**src/rtl/spi_reg_master.sv**
```systemverilog
// SPI initiator for the SID register bank: buffers {addr,data} commands in a small FIFO
// and shifts each one out as a 16-bit CPOL=0 / CPHA=0 frame, MSB first.
module spi_reg_master #(
    parameter int CLK_DIV    = 4,
    parameter int GAP_CYC    = 4,
    parameter int FIFO_DEPTH = 4
) (
    input  logic                          clk,
    input  logic                          rst,
    input  logic                          cmd_valid,
    output logic                          cmd_ready,
    input  logic [2:0]                    cmd_addr,
    input  logic [7:0]                    cmd_data,
    output logic                          spi_cs_n,
    output logic                          spi_clk,
    output logic                          spi_mosi,
    output logic                          busy,
    output logic [$clog2(FIFO_DEPTH):0]   fifo_level
);

    localparam int PTR_W   = $clog2(FIFO_DEPTH);
    localparam int LVL_W   = PTR_W + 1;
    localparam int CNT_MAX = (CLK_DIV > GAP_CYC) ? CLK_DIV : GAP_CYC;
    localparam int CNT_W   = (CNT_MAX > 1) ? $clog2(CNT_MAX) : 1;

    localparam logic [CNT_W-1:0] DIV_LAST = CNT_W'(CLK_DIV - 1);
    localparam logic [CNT_W-1:0] GAP_LAST = CNT_W'(GAP_CYC - 1);
    localparam logic [CNT_W-1:0] CNT_ONE  = CNT_W'(1);
    localparam logic [PTR_W-1:0] PTR_ONE  = PTR_W'(1);
    localparam logic [LVL_W-1:0] LVL_ONE  = LVL_W'(1);
    localparam logic [LVL_W-1:0] LVL_FULL = LVL_W'(FIFO_DEPTH);

    typedef enum logic [2:0] {
        IDLE,
        SETUP,
        HIGH,
        LOW,
        HOLD,
        GAP
    } state_t;

    state_t           state;
    logic [CNT_W-1:0] div_cnt;
    logic [3:0]       bit_idx;
    logic [14:0]      tx_bits;

    logic [10:0]      mem [FIFO_DEPTH];
    logic [PTR_W-1:0] wr_ptr;
    logic [PTR_W-1:0] rd_ptr;
    logic [10:0]      head;
    logic             push;
    logic             pop;

    assign cmd_ready = (fifo_level != LVL_FULL);
    assign push      = cmd_valid && cmd_ready;
    assign pop       = (state == IDLE) && (fifo_level != '0);
    assign head      = mem[rd_ptr];
    assign busy      = (state != IDLE) || (fifo_level != '0);

    // NOTE: the storage array has no reset; the level and pointers alone define which
    // entries are valid, so flushing them is enough and the array can map to plain RAM.
    always_ff @(posedge clk) begin
        if (push && !rst) begin
            mem[wr_ptr] <= {cmd_addr, cmd_data};
        end
    end

    // NOTE: every register here uses <= so all updates see the pre-edge values of
    // push/pop and the level, regardless of statement order.
    always_ff @(posedge clk) begin
        if (rst) begin
            wr_ptr     <= '0;
            rd_ptr     <= '0;
            fifo_level <= '0;
        end else begin
            if (push) wr_ptr <= wr_ptr + PTR_ONE;
            if (pop)  rd_ptr <= rd_ptr + PTR_ONE;
            case ({push, pop})
                2'b10:   fifo_level <= fifo_level + LVL_ONE;
                2'b01:   fifo_level <= fifo_level - LVL_ONE;
                default: fifo_level <= fifo_level;
            endcase
        end
    end

    // The 16-bit shifter is {spi_mosi, tx_bits}: the bit on the wire is its MSB.
    always_ff @(posedge clk) begin
        if (rst) begin
            state    <= IDLE;
            div_cnt  <= '0;
            bit_idx  <= '0;
            tx_bits  <= '0;
            spi_cs_n <= 1'b1;
            spi_clk  <= 1'b0;
            spi_mosi <= 1'b0;
        end else begin
            case (state)
                IDLE: begin
                    if (pop) begin
                        spi_mosi <= head[10];
                        tx_bits  <= {head[9:8], 5'b0, head[7:0]};
                        spi_cs_n <= 1'b0;
                        bit_idx  <= '0;
                        div_cnt  <= '0;
                        state    <= SETUP;
                    end
                end

                SETUP, LOW: begin
                    if (div_cnt == DIV_LAST) begin
                        div_cnt <= '0;
                        spi_clk <= 1'b1;
                        state   <= HIGH;
                    end else begin
                        div_cnt <= div_cnt + CNT_ONE;
                    end
                end

                HIGH: begin
                    if (div_cnt == DIV_LAST) begin
                        div_cnt <= '0;
                        spi_clk <= 1'b0;
                        if (bit_idx == 4'd15) begin
                            state <= HOLD;
                        end else begin
                            bit_idx  <= bit_idx + 4'd1;
                            spi_mosi <= tx_bits[14];
                            tx_bits  <= {tx_bits[13:0], 1'b0};
                            state    <= LOW;
                        end
                    end else begin
                        div_cnt <= div_cnt + CNT_ONE;
                    end
                end

                HOLD: begin
                    if (div_cnt == DIV_LAST) begin
                        div_cnt  <= '0;
                        spi_cs_n <= 1'b1;
                        spi_mosi <= 1'b0;
                        state    <= GAP;
                    end else begin
                        div_cnt <= div_cnt + CNT_ONE;
                    end
                end

                GAP: begin
                    if (div_cnt == GAP_LAST) begin
                        div_cnt <= '0;
                        state   <= IDLE;
                    end else begin
                        div_cnt <= div_cnt + CNT_ONE;
                    end
                end

                default: state <= IDLE;
            endcase
        end
    end

endmodule

```
**config.mk**
```make
export PLATFORM = sky130hd
export DESIGN_NAME = spi_reg_master
export DESIGN_NICKNAME = d
export VERILOG_FILES = /design/src/rtl/spi_reg_master.sv
export SDC_FILE = /design/constraint.sdc
export NUM_CORES = 1
export LEC_CHECK = 0
export BUFFER_PORTS_ARGS = -buffer_cell sky130_fd_sc_hd__buf_2
export CAP_MARGIN = 20
export CORE_ASPECT_RATIO = 2
export CORE_MARGIN = 10
export CORE_UTILIZATION = 41
export DETAILED_ROUTE_END_ITERATION = 6
export PLACE_DENSITY = 0.61
export SLEW_MARGIN = 10
export SYNTH_ARGS = -nofsm -noshare
export SYNTH_HDL_FRONTEND = slang
export SYNTH_SLANG_ARGS = --single-unit
```
**constraint.sdc**
```tcl
create_clock -name clk -period 2.1 [get_ports clk]
set_input_delay 0.105 -clock clk [delete_from_list [all_inputs] [get_ports clk]]
set_output_delay 0.105 -clock clk [all_outputs]
set_load 0.01 [all_outputs]
```
==> run summary, run 1 <==
• 0.404 — post-synth top area share
• 0 — number of hold violations in the final report
• 696 — fillers
• 0 — Slew Limit Fails
• edfxtp_1 — cell accounting for the most synthesized area
• 1370 nW/um^2 — P per Cell Area
• 0 — DRC
• 2.36 ns — Worst EP required
• 0 — number of failing setup endpoints in the final timing report
• 0.255 — ratio of cells with drive above 1 in the final layout
• 0 — number of antenna violations at the first check in global routing
• 80 — flops & latches, synth
• 6.51 mm — routed wire length
• 4060 um^2 — area of all placed cells without fillers
• 146 um — die extent in y
• reg2reg — category of the critical setup timing path
• edfxtp_1 — most frequent standard cell in the layout excluding fill and tap cells
• 21 — count of port buffers added during placement
• or3_1, nand2_2, inv_2, ha_2, fa_2, xnor2_1, or3_1, a21oi_1 — cells along the critical path
• or3_1 — critical path's most frequent cell
• 12.7 um^2 — syn avg cell area
• 0.33 ns — Clk Latency, worst-skew pair
• 0.00524 ns — Max Clock Skew
• 0.06 ns — clock slew seen by the registers of the worst setup and hold paths
• 0.109 — global-route usage over all layers
• 280 — net count of the mapped netlist
• 0 — diode count
• edfxtp_1 — commonest register cell after synthesis
• 140 — 1st-iter DRT viols
• in2reg — HP Class
• 24.2% — Layout area overhead
• 9 — clock buffer count from CTS
• 46 — Core Rows
• 0.0536 ns — worst hold margin
• 0 — grt total ovfl
• 28 — maximum number of pins on one net before global-route repair
• 39 — unique cell type count in the Yosys netlist
• 80 — # clock sinks
• 2275 — vias in the first global route
• 258 — synthesized netlist cell count
• 0 — number of nets still failing antenna checks after routing
• 0 — number of violations of the max-capacitance limit
• 12200 um^2 — overall die area
• 15.9 um — Wirelength per Cell
• 0.326 — Comb pwr share
• 0 — number of synthesis warnings
• 331 — fin nets
• clkbuf_16 — CTS root buf
• 2 — Max Buffers Root-to-Sink
• 3270 um^2 — cell area after synthesis
• 0.417 — initial core utilization
• 2.29 ns — critical path data arrival time
• edfxtp_1 (40%), dfxtp_1 (22%), mux4_2 (7.6%) — leading post-synthesis cells by cell area
• 0.625 — Seq/Total Area, Yosys
• 0 — post-synthesis async set-or-reset flop share
• 2197 — Via Count
• 0.41 ns — CP max stage delay
• 4.39 mm — post-DP HPWL
• 3560 um^2 — Area after DPL
• done — clock tree from TritonCTS
• 0.790 — routability cong.
• 3.87 mW — internal power consumption
• 10.7 mm — wire length of the first global-routing pass
• 1.45 nW — Lkg Pwr
• 0.494 GHz — highest attainable clock frequency
• 0.583 ns — actual transition at the worst max-transition pin
• 44 — number of flops mapped to enable cells by yosys
• register — sort of element at the end of the critical path
• 7830 um^2 — placeable core region
• or3_1 — cell with the largest stage delay on the worst path
• 83.1 um — width of the die
• complete, no violations — outcome
• 0.611 — worst slew margin relative to its limit
• 2.02 ns — post-layout minimum cycle time
• 2 — Max FO, Critical Path
• 662 uV — worst IR drop on VDD
• 22 — boundary pin count
• register — CP startpoint kind
• 0.375 — Sequential Power Share
• 5.36 — ratio of routed vias to standard cells
• 0.299 — portion of total power attributed to the clock network
• 4 — Initial DRT Pass Iterations
• 0.964 — part of the cycle the worst path needs
• edfxtp_1 (44), dfxtp_1 (36), nor2_1 (23), buf_4 (23), a21oi_1 (22) — highest-count cells in the layout ignoring fill and taps
• 0.303 — switching share of power
• 1.68 mW — net load switching power
• 3 — CTS H-tree depth
## through the flow
step	utilization	setup slack (ns)	instances	total power [mW]	TNS, ns
after floorplan	-	0.00460	258	3.17	0
after global placement	0.454	0.0720	377	3.67	0
after detailed placement	0.454	0.0103	377	3.75	0
after CTS	0.516	0.0319	410	5.56	0
after global routing	0.518	-0.0115	410	5.87	-0.0115
final	0.518	0.0764	410	5.54	0
## path summary, 6_finish.rpt
kind	cells past startpoint	from	slack [ns]	to
max	8	fifo_level[2]$_SDFFE_PP0P_	0.08	fifo_level[2]$_SDFFE_PP0P_
min	3	cmd_valid	0.05	wr_ptr[1]$_SDFFE_PP0P_
max reg2reg	8	fifo_level[2]$_SDFFE_PP0P_	0.08	fifo_level[2]$_SDFFE_PP0P_
min reg2reg	2	tx_bits[12]$_SDFFE_PP0P_	0.46	tx_bits[12]$_SDFFE_PP0P_
## sequential cells by signal, summed over array words and instances (netlist names), named ones only
| signal | flops |
|---|---|
| bit_idx | 4 |
| div_cnt | 2 |
| rd_ptr | 2 |
| spi_mosi | 1 |
| fifo_level | 3 |
| tx_bits | 15 |
| spi_cs_n | 1 |
| wr_ptr | 2 |
| mem | 44 |
| spi_clk | 1 |
| state | 3 |
## cells by family (layout without fill, tap and decap cells)
group                      count (synthesis)  after routing  share of synthesized area
buffers and inverters                     21             77                     0.0260
AOI/OAI and AO/OA                         48             48                     0.0954
adders and majority gates                  8              8                     0.0329
and+or+nand+nor                           81             81                      0.119
xor gates and xnor gates                   6              6                     0.0161
muxes                                     14             14                     0.0850
DFF                                       80             80                      0.625
## area by class of cell
type / instances / area (um^2) / share of cell area
multi-input combinational: 157 / 1160 / 0.286
clock inverter: 5 / 81.3 / 0.0200
tap: 96 / 120 / 0.0296
clock buffer: 11 / 243 / 0.0598
timing repair buffer: 55 / 388 / 0.0956
sequential: 80 / 2040 / 0.503
inverter: 6 / 22.5 / 0.00555
## cell usage after synthesis, drive strengths merged (2+ instances only)
library cell	n
a211oi	9
a21oi	22
a22oi	2
a31oi	2
and2	4
buf	5
clkbuf	10
dfxtp	36
edfxtp	44
ha	7
inv	6
mux2i	3
mux4	11
nand2	22
nand2b	2
nand3	12
nand3b	2
nor2	23
nor2b	4
nor3	3
o21ai	4
o32a	2
or3	5
xnor2	4
xor2	2
## critical path: cells and delay by family (launching register included)
kind                     cells  cell delay [ns]
AO/OA/AOI/OAI                1             0.14
XOR/XNOR                     1             0.13
adder cells (fa/ha/maj)      2             0.51
buffers and inverters        1             0.04
flip-flops                   1             0.31
AND/OR/NAND/NOR              3             0.82
## repair_timing
| item | in CTS | in global routing |
|---|---|---|
| endpoints found under the hold margin | 44 | 0 |
| setup endpoints to repair | 1 | 12 |
| hold buffers | 11 | 0 |
| cloned | 0 | 0 |
| setup buffers | 6 | 0 |
| resized for setup | 1 | 6 |
## power by group through the flow
| stage | sequential, mW | clock (mW) | combinational [mW] |
|---|---|---|---|
| after floorplan | 2.10 | 0 | 1.07 |
| after CTS | 2.07 | 1.69 | 1.80 |
| after global placement | 2.09 | 0 | 1.59 |
| after global routing | 2.10 | 1.76 | 2.01 |
| after detailed placement | 2.10 | 0 | 1.65 |
| final | 2.08 | 1.66 | 1.81 |
## routing by layer
metal	track usage	up-vias	part of all wire
met3	0.0340	14	0.037
met1	0.117	1084	0.42
met2	0.182	44	0.51
met5	0	-	0
met4	0.0634	0	0.029
li1	-	1055	-
Power figures use the tool's default switching activity.
==> inputs of run 2 (changes only) <==
==> constraint.sdc (replaced) <==
create_clock -name clk -period 2.1 [get_ports clk]
set_input_delay 0.525 -clock clk [delete_from_list [all_inputs] [get_ports clk]]
set_output_delay 0.525 -clock clk [all_outputs]
set_load 0.01 [all_outputs]
==> run summary, run 2 (synthesis gave the netlist of run 1 again) <==
• 80 — # clock sinks, unchanged
• 0.34 ns — Clk Latency, worst-skew pair, was 0.33 ns
• buf_4, or3b_2, nand2_2, ha_4, fa_2, xnor2_1, or3_1, a21oi_1 — cells along the critical path, was or3_1, nand2_2, inv_2, ha_2, fa_2, xnor2_1, or3_1, a21oi_1
• 2.03 ns — post-layout minimum cycle time, was 2.02 ns
• fifo_level[1]$_SDFFE_PP0P_ — Reg2Reg Launch Point, was fifo_level[2]$_SDFFE_PP0P_
• 16.0 um — Wirelength per Cell, was 15.9 um
• 5 — Max FO, Critical Path, was 2
• 4.32 mm — post-DP HPWL, was 4.39 mm
• 0.492 GHz — highest attainable clock frequency, was 0.494 GHz
• mem — register ranked first by flip-flop count, unchanged
• mem (44), tx_bits (15), bit_idx (4) — leading registers by flop count, unchanged
• done — clock tree from TritonCTS, unchanged
• 6.30 mm — routed wire length, was 6.51 mm
• 2 — Max Buffers Root-to-Sink, unchanged
• 7830 um^2 — placeable core region, unchanged
• 314 — fin nets, was 331
• 714 — fillers, was 696
• fifo_level[1]$_SDFFE_PP0P_ — beginning of the critical path, was fifo_level[2]$_SDFFE_PP0P_
• 10.5 mm — wire length of the first global-routing pass, was 10.7 mm
• 12200 um^2 — overall die area, unchanged
• 0.50 ns — CP max stage delay, was 0.41 ns
• 0 — Post CTS Setup Buffer Count, was 6
• 0 — grt total ovfl, unchanged
• or3b_2 — cell with the largest stage delay on the worst path, was or3_1
• 1.39 nW — Lkg Pwr, was 1.45 nW
• in2reg — HP Class, unchanged
• 0 — number of violations of the max-capacitance limit, unchanged
• register — sort of element at the end of the critical path, unchanged
• 4 — Initial DRT Pass Iterations, unchanged
• edfxtp_1 — most frequent standard cell in the layout excluding fill and tap cells, unchanged
• 0 — Slew Limit Fails, unchanged
• reg2reg — category of the critical setup timing path, unchanged
• 44 — max FFs per register, unchanged
• 1400 nW/um^2 — P per Cell Area, was 1370 nW/um^2
• 5.27 — ratio of routed vias to standard cells, was 5.36
• clkbuf_16 — CTS root buf, unchanged
• cmd_data[5] — startpoint of the worst hold path, was cmd_valid
• 83.1 um — width of the die, unchanged
• 0.108 — global-route usage over all layers, was 0.109
• 28 — maximum number of pins on one net before global-route repair, unchanged
• 0.540 ns — actual transition at the worst max-transition pin, was 0.583 ns
• 22 — boundary pin count, unchanged
• 165 — 1st-iter DRT viols, was 140
• 5.47 mW — total power consumption of the routed design, was 5.54 mW
• 0 — number of antenna violations at the first check in global routing, unchanged
• 2.36 ns — Worst EP required, about the same
• 146 um — die extent in y, unchanged
• 0 — number of nets still failing antenna checks after routing, unchanged
• 0.00803 ns — Max Clock Skew, was 0.00524 ns
• 0 — number of hold violations in the final report, unchanged
• 0 — number of failing setup endpoints in the final timing report, unchanged
• 0 — diode count, unchanged
• register — CP startpoint kind, unchanged
• 2070 — Via Count, was 2197
• 0.773 — routability cong., was 0.790
• 46 — Core Rows, unchanged
• edfxtp_1 (44), dfxtp_1 (36), nor2_1 (23) — highest-count cells in the layout ignoring fill and taps, was edfxtp_1 (44), dfxtp_1 (36), nor2_1 (23), buf_4 (23), a21oi_1 (22)
• 2.29 ns — critical path data arrival time, about the same
• 2112 — vias in the first global route, was 2275
• no — RSZ-0062 raised after global routing
• 3 — CTS H-tree depth, unchanged
• complete, no violations — outcome, unchanged
• 0.968 — part of the cycle the worst path needs, was 0.964
• 0.259 — ratio of cells with drive above 1 in the final layout, was 0.255
• 0.640 — worst slew margin relative to its limit, was 0.611
• 0.06 ns — clock slew seen by the registers of the worst setup and hold paths, about the same
• 9 — clock buffer count from CTS, unchanged
• 0 — DRC, unchanged
• 0.417 — initial core utilization, unchanged
• 20.0% — Layout area overhead, was 24.2%
• 892 uV — worst IR drop on VDD, was 662 uV
• 21 — count of port buffers added during placement, unchanged
• 0.501 — utilization after layout, was 0.518
## run 2: worst paths after layout
| path | end | slack, ns | cells after the start |
|---|---|---|---|
| worst max-delay path | fifo_level[2]$_SDFFE_PP0P_ | 0.07 | 8 |
| worst min-delay path | mem[2][5]$_DFFE_PP_ | 0.40 | 1 |
| worst max register to register | fifo_level[2]$_SDFFE_PP0P_ | 0.07 | 8 |
| worst min register to register | tx_bits[8]$_SDFFE_PP0P_ | 0.45 | 2 |
## run 2: routing by layer
layer / part of all wire / wire, um / track usage / up-vias
met5: 0 / 0 / 0 / -
met4: 0.023 / 148 / 0.0565 / 0
met3: 0.041 / 261 / 0.0401 / 10
met2: 0.52 / 3250 / 0.171 / 33
met1: 0.42 / 2640 / 0.124 / 1005
li1: - / - / - / 1022
## run 2: timing repair
action / in CTS / in global routing
pin swaps: 0 / 1
hold buffers: 0 / 0
resized for setup: 3 / 7
setup endpoints to repair: 1 / 21
## run 2: final cells by class
cell class                      instances  area, um^2  share of cell area
Timing Repair Buffer                   38         245              0.0626
Clock inverter                          6        91.3              0.0233
Multi-Input combinational cell        157        1170               0.298
Tap cell                               96         120              0.0306
Inverter                                6        22.5             0.00575
Clock buffer                           10         229              0.0584
Sequential cell                        80        2040               0.521
## run 2: stage by stage
stage               hold WS [ns]  instance area (um^2)  TNS, ns  instances  worst slack [ns]
finish                     0.398                  3920        0        393            0.0664
global route               0.390                  3920        0        393           0.00776
CTS                        0.392                  3900        0        393            0.0103
detailed placement         0.445                  3570  -0.0314        377           -0.0314
global placement           0.440                  3570        0        377            0.0774
floorplan                  0.432                  3270        0        258           0.00460
## run 2: where the power goes
part | internal [mW] | switching [mW] | total, mW
clock network | 1.05 | 0.600 | 1.65
logic | 0.835 | 0.917 | 1.75
registers | 1.92 | 0.150 | 2.07
total | 3.80 | 1.67 | 5.47
## run 2: worst max-delay path, delay by kind of cell, from the launching register on
family / cells / cell delay, ns
and+or+nand+nor: 3 / 0.92
adders and majority gates: 2 / 0.34
DFF: 1 / 0.31
AOI/OAI and AO/OA: 1 / 0.17
buffers and inverters: 1 / 0.15
xor gates and xnor gates: 1 / 0.07
==> inputs of run 3 (changes only) <==
--- a/config.mk
+++ b/config.mk
@@ -9,9 +9,9 @@
 export CAP_MARGIN = 20
 export CORE_ASPECT_RATIO = 2
 export CORE_MARGIN = 10
-export CORE_UTILIZATION = 41
+export CORE_UTILIZATION = 45
 export DETAILED_ROUTE_END_ITERATION = 6
-export PLACE_DENSITY = 0.61
+export PLACE_DENSITY = 0.66
 export SLEW_MARGIN = 10
 export SYNTH_ARGS = -nofsm -noshare
 export SYNTH_HDL_FRONTEND = slang
==> run summary, run 3 (synthesis gave the netlist of run 1 again) <==
• 0 — number of failing setup endpoints in the final timing report, unchanged
• 9 — clock buffer count from CTS, unchanged
• 28 — maximum number of pins on one net before global-route repair, unchanged
• 0.09 ns — register-to-register setup slack, was 0.07 ns
• 0 — number of hold violations in the final report, unchanged
• 148 — 1st-iter DRT viols, was 165
• 0.0908 ns — worst path setup slack after routing, was 0.0664 ns
• 22 — boundary pin count, unchanged
• done — clock tree from TritonCTS, unchanged
• 1370 nW/um^2 — P per Cell Area, was 1400 nW/um^2
• 80 — # clock sinks, unchanged
• 8 — path depth of the worst reg2reg path, unchanged
• 2 — Max FO, Critical Path, was 5
• 2105 — Via Count, was 2070
• 19.8% — Layout area overhead, was 20.0%
• 5.36 mW — total power consumption of the routed design, was 5.47 mW
• 0.651 — worst slew margin relative to its limit, was 0.640
• fifo_level[2]$_SDFFE_PP0P_ — Reg2Reg Launch Point, was fifo_level[1]$_SDFFE_PP0P_
• no — RSZ-0062 raised after global routing, unchanged
• 2202 — vias in the first global route, was 2112
• 1.39 nW — Lkg Pwr, about the same
• 11300 um^2 — overall die area, was 12200 um^2
• 3920 um^2 — area of all placed cells without fillers, about the same
• 140 um — die extent in y, was 146 um
• 0 — diode count, unchanged
• 605 — fillers, was 714
• 3580 um^2 — Area after DPL, was 3570 um^2
• 43 — Core Rows, was 46
• 2.37 ns — Worst EP required, was 2.36 ns
• register — sort of element at the end of the critical path, unchanged
• 2040 um^2 — register area, unchanged
• 21 — count of port buffers added during placement, unchanged
• 1160 um^2 — area of the multi-input gates, was 1170 um^2
• 0 — Slew Limit Fails, unchanged
• 2 — Max Buffers Root-to-Sink, unchanged
• register — CP startpoint kind, unchanged
• 0 — grt total ovfl, unchanged
• in2reg — HP Class, unchanged
• 3 — CTS H-tree depth, unchanged
• 44 — max FFs per register, unchanged
• edfxtp_1 (44), dfxtp_1 (36), nor2_1 (23) — highest-count cells in the layout ignoring fill and taps, unchanged
• 0.498 GHz — highest attainable clock frequency, was 0.492 GHz
• 0 — DRC, unchanged
• complete, no violations — outcome, unchanged
• clkbuf_16 — CTS root buf, unchanged
• 6.08 mm — routed wire length, was 6.30 mm
• 80.3 um — width of the die, was 83.1 um
• reg2reg — category of the critical setup timing path, unchanged
• 0.957 — part of the cycle the worst path needs, was 0.968
• 0.06 ns — clock slew seen by the registers of the worst setup and hold paths, about the same
• 0.34 ns — Clk Latency, worst-skew pair, about the same
• edfxtp_1 — most frequent standard cell in the layout excluding fill and tap cells, unchanged
• 4.24 mm — post-DP HPWL, was 4.32 mm
• 15.6 um — Wirelength per Cell, was 16.0 um
• 0 — number of violations of the max-capacitance limit, unchanged
• 0.800 — routability cong., was 0.773
• 0 — Post CTS Setup Buffer Count, unchanged
• 877 uV — worst IR drop on VDD, was 892 uV
• 2.01 ns — post-layout minimum cycle time, was 2.03 ns
• 0.467 — initial core utilization, was 0.417
• fifo_level[2]$_SDFFE_PP0P_ — Critical R2R Capture, unchanged
• fifo_level[2]$_SDFFE_PP0P_ — beginning of the critical path, was fifo_level[1]$_SDFFE_PP0P_
• 0.399 ns — worst hold margin, was 0.398 ns
• 2.28 ns — critical path data arrival time, was 2.29 ns
• 4 — Initial DRT Pass Iterations, unchanged
• 6990 um^2 — placeable core region, was 7830 um^2
• 0.0244 ns — worst setup slack after placement, was -0.0314 ns
• 0.00557 ns — Max Clock Skew, was 0.00803 ns
• 5.40 — ratio of routed vias to standard cells, was 5.27
• fifo_level[2]$_SDFFE_PP0P_ — crit path capture, unchanged
• 0.121 — global-route usage over all layers, was 0.108
• mem — register ranked first by flip-flop count, unchanged
• 0.523 ns — actual transition at the worst max-transition pin, was 0.540 ns
• mem (44), tx_bits (15), bit_idx (4) — leading registers by flop count, unchanged
• 318 — fin nets, was 314
• 0 — number of nets still failing antenna checks after routing, unchanged
• 0.260 — ratio of cells with drive above 1 in the final layout, was 0.259
• 10.5 mm — wire length of the first global-routing pass, about the same
• 0 ns — Setup TNS, unchanged
• 0 — number of antenna violations at the first check in global routing, unchanged
-- run 3: metrics by stage --
| step | utilization | cells |
|---|---|---|
| floorplan | - | 258 |
| global placement | 0.512 | 375 |
| detailed placement | 0.512 | 375 |
| CTS | 0.557 | 390 |
| global route | 0.560 | 390 |
| finish | 0.560 | 390 |
-- run 3: metal layers --
metal / up-vias / global-route usage / share of wire
met5: - / 0 / 0
met4: 0 / 0.0868 / 0.029
met3: 10 / 0.0231 / 0.026
met2: 25 / 0.207 / 0.55
met1: 1040 / 0.126 / 0.39
li1: 1030 / - / -
-- run 3: cell type report --
cell class,instances,share of cell area
Multi-Input combinational cell,157,0.296
Clock buffer,9,0.0575
Clock inverter,6,0.0236
Timing Repair Buffer,42,0.0671
Tap cell,90,0.0288
Inverter,6,0.00575
Sequential cell,80,0.522
-- run 3: worst max-delay path: stages (launching register included) --
cell	delay [ns]
dfxtp_1	0.31
or3_4	0.38
nand2_1	0.10
inv_2	0.05
ha_2	0.18
fa_2	0.33
xnor2_1	0.13
or3_1	0.30
a21oi_1	0.15
-- run 3: worst min-delay path by stage --
stage | slack (ns) | cells past startpoint | to | start
global route | 0.41 | 1 | mem[2][5]$_DFFE_PP_ | cmd_data[5]
detailed placement | 0.45 | 2 | tx_bits[9]$_SDFFE_PP0P_ | tx_bits[9]$_SDFFE_PP0P_
finish | 0.40 | 1 | mem[3][1]$_DFFE_PP_ | cmd_data[1]
floorplan | 0.43 | 2 | tx_bits[10]$_SDFFE_PP0P_ | tx_bits[10]$_SDFFE_PP0P_
CTS | 0.39 | 1 | mem[2][1]$_DFFE_PP_ | cmd_data[1]
global placement | 0.44 | 2 | tx_bits[11]$_SDFFE_PP0P_ | tx_bits[11]$_SDFFE_PP0P_
-- run 3: timing repair --
item,CTS,global route
hold buffers,0,0
endpoints found under the setup margin,0,23
gates resized for setup,0,7
-- run 3: power by group --
group,switching [mW],internal (mW)
Sequential,0.147,1.92
Clock,0.604,1.04
Combinational,0.886,0.763
